--- src/rtl/instr_encoder_loader_if.sv ---
// Instruction-field stream from a program source into the encoder/loader.
// Master drives symbolic fields with valid/last; slave answers with ready.
interface instr_encoder_loader_if #(
  parameter int unsigned ADDR_W = 8
);
  logic              in_valid;
  logic              in_ready;
  logic              in_last;
  logic [2:0]        op_kind;
  logic [4:0]        rs;
  logic [4:0]        rt;
  logic [4:0]        rd;
  logic [5:0]        funct;
  logic [15:0]       imm;
  logic [ADDR_W-1:0] target;

  modport master (
    output in_valid, in_last, op_kind, rs, rt, rd, funct, imm, target,
    input  in_ready
  );

  modport slave (
    input  in_valid, in_last, op_kind, rs, rt, rd, funct, imm, target,
    output in_ready
  );
endinterface

--- src/rtl/instr_encoder_loader.sv ---
// Encodes symbolic instruction fields into MIPS words and writes them sequentially to imem.
// Optional macro ENC_JUMP_EN enables op_kind=4 (j); otherwise op_kind=4 is illegal.
module instr_encoder_loader #(
  parameter int unsigned ADDR_W = 8
) (
  input  logic                        clk,
  input  logic                        rst_n,
  input  logic                        start,
  input  logic [ADDR_W-1:0]           base_addr,
  instr_encoder_loader_if.slave       in_if,
  output logic                        imem_we,
  output logic [ADDR_W-1:0]           imem_addr,
  output logic [31:0]                 imem_wdata,
  output logic                        busy,
  output logic                        done,
  output logic [ADDR_W:0]             count,
  output logic                        err_illegal,
  output logic                        err_full
);

  typedef enum logic [1:0] {StIdle, StLoad, StDrain} state_e;

  state_e            state_q, state_d;
  logic [ADDR_W-1:0] pc_q, pc_d;
  logic [ADDR_W:0]   count_q, count_d;
  logic              we_q, we_d;
  logic [ADDR_W-1:0] addr_q, addr_d;
  logic [31:0]       wdata_q, wdata_d;
  logic              err_ill_q, err_ill_d;
  logic              err_full_q, err_full_d;

  logic              legal;
  logic [31:0]       enc;
  logic [ADDR_W:0]   beq_off;
  logic              accept;
  logic              at_top;

  // Branch offset is relative to pc+1, formed one bit wider so it stays signed-correct.
  always_comb begin
    beq_off = {1'b0, in_if.target} - ({1'b0, pc_q} + (ADDR_W+1)'(1));
    legal   = 1'b1;
    enc     = '0;
    case (in_if.op_kind)
      3'd0: enc = {6'h00, in_if.rs, in_if.rt, in_if.rd, 5'd0, in_if.funct};
      3'd1: enc = {6'h23, in_if.rs, in_if.rt, in_if.imm};
      3'd2: enc = {6'h2B, in_if.rs, in_if.rt, in_if.imm};
      3'd3: enc = {6'h04, in_if.rs, in_if.rt, 16'($signed(beq_off))};
`ifdef ENC_JUMP_EN
      3'd4: enc = {6'h02, 26'(in_if.target)};
`endif
      default: legal = 1'b0;
    endcase
  end

  assign in_if.in_ready = (state_q == StLoad);
  assign accept         = in_if.in_valid & in_if.in_ready;
  assign at_top         = &pc_q;

  always_comb begin
    state_d    = state_q;
    pc_d       = pc_q;
    count_d    = count_q;
    we_d       = 1'b0;
    addr_d     = addr_q;
    wdata_d    = wdata_q;
    err_ill_d  = err_ill_q;
    err_full_d = err_full_q;

    unique case (state_q)
      StIdle: begin
        if (start) begin
          state_d    = StLoad;
          pc_d       = base_addr;
          count_d    = '0;
          err_ill_d  = 1'b0;
          err_full_d = 1'b0;
        end
      end
      StLoad: begin
        if (accept) begin
          if (legal) begin
            we_d    = 1'b1;
            addr_d  = pc_q;
            wdata_d = enc;
            count_d = count_q + (ADDR_W+1)'(1);
            if (!at_top) pc_d = pc_q + ADDR_W'(1);
          end else begin
            err_ill_d = 1'b1;
          end
          // The top word is written but never wraps; running out of space without in_last
          // is reported as err_full.
          if (in_if.in_last) begin
            state_d = StDrain;
          end else if (legal && at_top) begin
            state_d    = StDrain;
            err_full_d = 1'b1;
          end
        end
      end
      StDrain: state_d = StIdle;
      default: state_d = StIdle;
    endcase
  end

  always_ff @(posedge clk or negedge rst_n) begin
    if (!rst_n) begin
      state_q    <= StIdle;
      pc_q       <= '0;
      count_q    <= '0;
      we_q       <= 1'b0;
      addr_q     <= '0;
      wdata_q    <= '0;
      err_ill_q  <= 1'b0;
      err_full_q <= 1'b0;
    end else begin
      state_q    <= state_d;
      pc_q       <= pc_d;
      count_q    <= count_d;
      we_q       <= we_d;
      addr_q     <= addr_d;
      wdata_q    <= wdata_d;
      err_ill_q  <= err_ill_d;
      err_full_q <= err_full_d;
    end
  end

  // done coincides with the final write strobe: both are visible in the single DRAIN cycle.
  assign imem_we     = we_q;
  assign imem_addr   = addr_q;
  assign imem_wdata  = wdata_q;
  assign busy        = (state_q != StIdle);
  assign done        = (state_q == StDrain);
  assign count       = count_q;
  assign err_illegal = err_ill_q;
  assign err_full    = err_full_q;

endmodule

--- src/flat_wrapper.sv ---
// flat-port wrapper written by rule: the top's interface ports become plain ports
module instr_encoder_loader_flat 
#(
  parameter int unsigned ADDR_W = 8
)
  (clk, rst_n, start, base_addr, imem_we, imem_addr, imem_wdata, busy, done, count, err_illegal, err_full, in_if_in_valid, in_if_in_last, in_if_op_kind, in_if_rs, in_if_rt, in_if_rd, in_if_funct, in_if_imm, in_if_target, in_if_in_ready);
  instr_encoder_loader_if #(.ADDR_W(ADDR_W)) in_if_i ();
  input  logic clk;
  input  logic rst_n;
  input  logic start;
  input  logic [ADDR_W-1:0] base_addr;
  output logic imem_we;
  output logic [ADDR_W-1:0] imem_addr;
  output logic [31:0] imem_wdata;
  output logic busy;
  output logic done;
  output logic [ADDR_W:0] count;
  output logic err_illegal;
  output logic err_full;
  input wire logic [$bits(in_if_i.in_valid)-1:0] in_if_in_valid;
  input wire logic [$bits(in_if_i.in_last)-1:0] in_if_in_last;
  input wire logic [$bits(in_if_i.op_kind)-1:0] in_if_op_kind;
  input wire logic [$bits(in_if_i.rs)-1:0] in_if_rs;
  input wire logic [$bits(in_if_i.rt)-1:0] in_if_rt;
  input wire logic [$bits(in_if_i.rd)-1:0] in_if_rd;
  input wire logic [$bits(in_if_i.funct)-1:0] in_if_funct;
  input wire logic [$bits(in_if_i.imm)-1:0] in_if_imm;
  input wire logic [$bits(in_if_i.target)-1:0] in_if_target;
  output wire logic [$bits(in_if_i.in_ready)-1:0] in_if_in_ready;
  assign in_if_i.in_valid = in_if_in_valid;
  assign in_if_i.in_last = in_if_in_last;
  assign in_if_i.op_kind = in_if_op_kind;
  assign in_if_i.rs = in_if_rs;
  assign in_if_i.rt = in_if_rt;
  assign in_if_i.rd = in_if_rd;
  assign in_if_i.funct = in_if_funct;
  assign in_if_i.imm = in_if_imm;
  assign in_if_i.target = in_if_target;
  assign in_if_in_ready = in_if_i.in_ready;
  instr_encoder_loader #(.ADDR_W(ADDR_W)) u_core (.clk(clk), .rst_n(rst_n), .start(start), .base_addr(base_addr), .in_if(in_if_i), .imem_we(imem_we), .imem_addr(imem_addr), .imem_wdata(imem_wdata), .busy(busy), .done(done), .count(count), .err_illegal(err_illegal), .err_full(err_full));
endmodule
--- config.mk ---
export PLATFORM = sky130hd
export DESIGN_NAME = instr_encoder_loader_flat
export DESIGN_NICKNAME = d
export VERILOG_FILES = /design/src/rtl/instr_encoder_loader_if.sv /design/src/rtl/instr_encoder_loader.sv /design/src/flat_wrapper.sv
export SDC_FILE = /design/constraint.sdc
export NUM_CORES = 1
export LEC_CHECK = 0
export CORE_AREA = 2 2 92 94
export CTS_CLUSTER_DIAMETER = 80
export DETAILED_ROUTE_END_ITERATION = 10
export DIE_AREA = 0 0 94 96
export MAX_ROUTING_LAYER = met4
export PLACE_DENSITY = 0.75
export SLEW_MARGIN = 20
export SYNTH_ARGS = -nofsm -noshare
export SYNTH_HDL_FRONTEND = slang
export SYNTH_SLANG_ARGS = --single-unit
export TNS_END_PERCENT = 100
--- constraint.sdc ---
create_clock -name clk -period 2.2 [get_ports clk]
set_input_delay 0.22 -clock clk [delete_from_list [all_inputs] [get_ports clk]]
set_output_delay 0.22 -clock clk [all_outputs]
set_load 0.05 [all_outputs]
==> qor.yml <==
outcome:
  status: "complete, no violations"
routing:
  drt.antenna.violating_nets: 0
  detailroute.wirelength.met2_mm: 3.94
  route.vias.total: 3014
  first_iter_violations: 104
  first_pass_detailed_route_iteration_total: 4
  avgRoutedWirePerCell_um: 13.8
  detail_route.wirelength.met1_mm: 3.77
  routed_wl_mm: 8.27
  post-route-drc-count: 0
  met3WireLength_um: 454
  avgViaCountPerCell: 5.05
  routed.top_layer: "met4"
power_and_ir_drop:
  power_mw: 6.98
  power.density_cell_area_nw_per_um2: 1460
  vdd_ir_drop_max_uv: 764
  power.leakage_nw: 2.13
die:
  floorplan.die_area_um2: 9020
  floorplan.die.height_um: 96
  die_w_um: 94
  fp-row-count: 33
  core-area_um2: 8050
  floorplan.initialDensity_pct: 39.5
  ioPinCount: 116
cts:
  clkLatencyLatePin_ns: 0.33
  cts_root_buffer: "clkbuf_8"
  cts.path.max_buffers: 2
  tritoncts_num_sinks: 59
  cts_buffers: 9
  clk_pin_slew_ns: 0.07
  htreeDepth: 3
  hold_bufs_at_cts: 0
  cts_tree: "done"
logic_synthesis:
  syn-instance-count: 359
  cell_types_with_the_largest_area_share_after_synthesis: "dfrtp_1 46%, nand2_1 7.4%, a21oi_1 5.3%"
  synth_area_um2: 3180
  synthArstFlopShare_pct: 100
  synth_nets: 431
  area_share_of_the_leading_cell_type_in_the_synthesized_netlist_pct: 46.4
  synthesis.area_per_instance_um2: 8.87
  synth_top_cell_by_area: "dfrtp_1"
  synthesis.yosys.warnings: 0
  synthDistinctLibCells: 50
  seq_area_frac_synth_pct: 46.4
  ys_seq_elements: 59
  synth-edff-count: 0
  synth-main-ff-cell: "dfrtp_1"
setup_path:
  critical_path.startpoint_type: "flop"
  path_max_fanout: 5
  reg2reg_depth: 9
  worstReg2RegEnd: "u_core.imem_wdata[11]$_DFFE_PN0P_"
  required_ns: 2.42
  ff2ff_setup_slack_ns: 0.11
  cp.arrival_ns: 2.31
  critical_path.reg2reg.startpoint: "u_core.pc_q[0]$_DFFE_PN0P_"
  cp-end-kind: "flop"
  worst-setup-path-type: "reg -> reg"
timing:
  finalHoldViolations: 0
  timing_worst_slew_pin_value_ns: 0.754
  slew_violations: 0
  fin_worst_skew_ns: 0.00406
  setup_viol: 0
  final_period_minus_worst_setup_slack_ns: 2.09
  clock.fmax_ghz: 0.479
  rsz0062_at_grt: "no"
  setup_total_negative_slack_ns: 0
  timing.final.crit_share_pct: 94.8
  fin_worst_hold_slack_ns: 0.0209
  max_slew_margin_pct: 49.7
layout:
  final_layout_size_suffix_gt1_share_pct: 11.0
  layout.nets: 559
  antenna_diode_instance_count: 0
  layoutNonFillerInstCount: 597
  synthToLayoutAreaGrowth_pct: 50.1
  finalInstanceArea_um2: 4780
place:
  place.port_buffers: 114
  placed_cells_incl_taps: 581
  hpwl_mm: 6.24
  placedInstanceArea_um2: 4530
  routabilityCongestion: 0.835
global_routing:
  wire_length_of_the_first_global_routing_pass_mm: 13.4
  pin_count_of_the_biggest_net_entering_global_routing: 60
  overflow: 0
  grt_pass1_vias: 2881
  initial_antenna_violation_count: 0
  overall_fraction_of_global_route_tracks_in_use_pct: 19.4
flow_run:
  max-cap-violations: 0
worst_hold_path:
  worstHoldPathType: "in -> async"
through the flow:
step	setup slack (ns)	util, %
finish	0.114	59.4
global route	0.00883	59.4
CTS	0.00989	59.1
detailed placement	-0.288	56.3
global placement	-0.242	56.3
floorplan	0.0955	-
power by group:
part / internal, mW / total [mW] / switching, mW
Combinational: 1.50 / 4.03 / 2.54
Sequential: 1.53 / 1.83 / 0.302
Clock: 0.645 / 1.11 / 0.468
worst max path at each step:
stage	from	to	slack (ns)
after floorplan	u_core.pc_q[0]$_DFFE_PN0P_	u_core.imem_wdata[11]$_DFFE_PN0P_	0.1
after global placement	in_if_target[0]	u_core.imem_wdata[11]$_DFFE_PN0P_	-0.24
after detailed placement	in_if_target[0]	u_core.imem_wdata[11]$_DFFE_PN0P_	-0.29
after CTS	u_core.pc_q[0]$_DFFE_PN0P_	u_core.imem_wdata[11]$_DFFE_PN0P_	0.01
after global routing	u_core.pc_q[0]$_DFFE_PN0P_	u_core.imem_wdata[13]$_DFFE_PN0P_	0.009
final	u_core.pc_q[0]$_DFFE_PN0P_	u_core.imem_wdata[11]$_DFFE_PN0P_	0.11
layer usage:
metal / vias to the layer above / track usage (%)
met5: - / -
met4: 0 / 7.13
met3: 10 / 3.29
met2: 100 / 31.4
met1: 1415 / 24.7
li1: 1489 / -
final cells by class:
type                            count  area (um2)
Clock buffer                        9         124
Clock inverter                      7         101
Fill cell                         734        3270
Inverter                           17        63.8
Multi-Input combinational cell    265        1580
Sequential cell                    59        1480
Tap cell                          105         131
Timing Repair Buffer              135        1300
sequential cells by signal, indices dropped and copies added, names as in the netlist:
| signal | cells |
|---|---|
| u_core.err_full | 1 |
| u_core.count | 9 |
| u_core.pc_q | 8 |
| u_core.err_illegal | 1 |
| u_core.imem_wdata | 29 |
| u_core.state_q | 2 |
| u_core.imem_we | 1 |
| u_core.imem_addr | 8 |
cell families after synthesis:
| group | Yosys count | synth area share, % |
|---|---|---|
| and+or+nand+nor | 138 | 18.9 |
| other | 1 | 0.118 |
| buffers and inverters | 35 | 4.91 |
| muxes | 12 | 3.81 |
| xor gates and xnor gates | 11 | 3.03 |
| adders and majority gates | 11 | 4.56 |
| AOI/OAI and AO/OA | 92 | 18.3 |
| DFF | 59 | 46.4 |
Yosys cell counts (all sizes together), types with 4 or more instances:
cell / number
clkbuf: 7
nand2: 63
buf: 11
mux2i: 11
nand3: 5
nor2b: 5
nor3: 4
nor2: 43
a31oi: 4
ha: 10
o22a: 8
nand4: 4
inv: 17
o21ai: 21
xnor2: 6
dfrtp: 59
xor2: 5
a21oi: 34
critical path, stage by stage (launching register included):
cell and delay [ns]:
dfrtp_1 0.38, inv_1 0.07, ha_1 0.16, inv_1 0.06, fa_2 0.35, nand2b_4 0.17
a21oi_4 0.16, o21ai_2 0.10, a211o_1 0.33, o22a_1 0.20
repair_timing:
action                                 in CTS  in global routing
gates resized for setup                     3                  3
endpoints found under the hold margin       0                  0
buffers inserted                            0                  0
setup endpoints to repair                   5                  5
pin swaps                                   1                  2
cells in the final DEF (no fill, tap or decap), types with 2 or more instances in the layout:
master	instances
a2bb2oi_1	2
clkdlybuf4s50_1	112
nand4_1	4
clkinvlp_4	2
xor2_1	5
nor2_1	43
nor2b_1	4
ha_1	10
buf_4	21
o211ai_1	2
nor4_1	2
o21ai_0	20
a32oi_1	2
dfrtp_1	59
nand2b_1	2
a21o_1	2
clkinv_4	2
o31ai_1	2
inv_1	16
a31o_2	2
o21a_1	3
bufinv_16	2
and3_1	2
nor3_1	3
a211oi_1	2
nand3_1	5
a31oi_1	4
o22a_1	8
mux2i_1	11
nand2_1	63
or3_1	2
clkbuf_8	9
a21oi_1	33
xnor2_1	6
(Power assumes the default switching activity.)
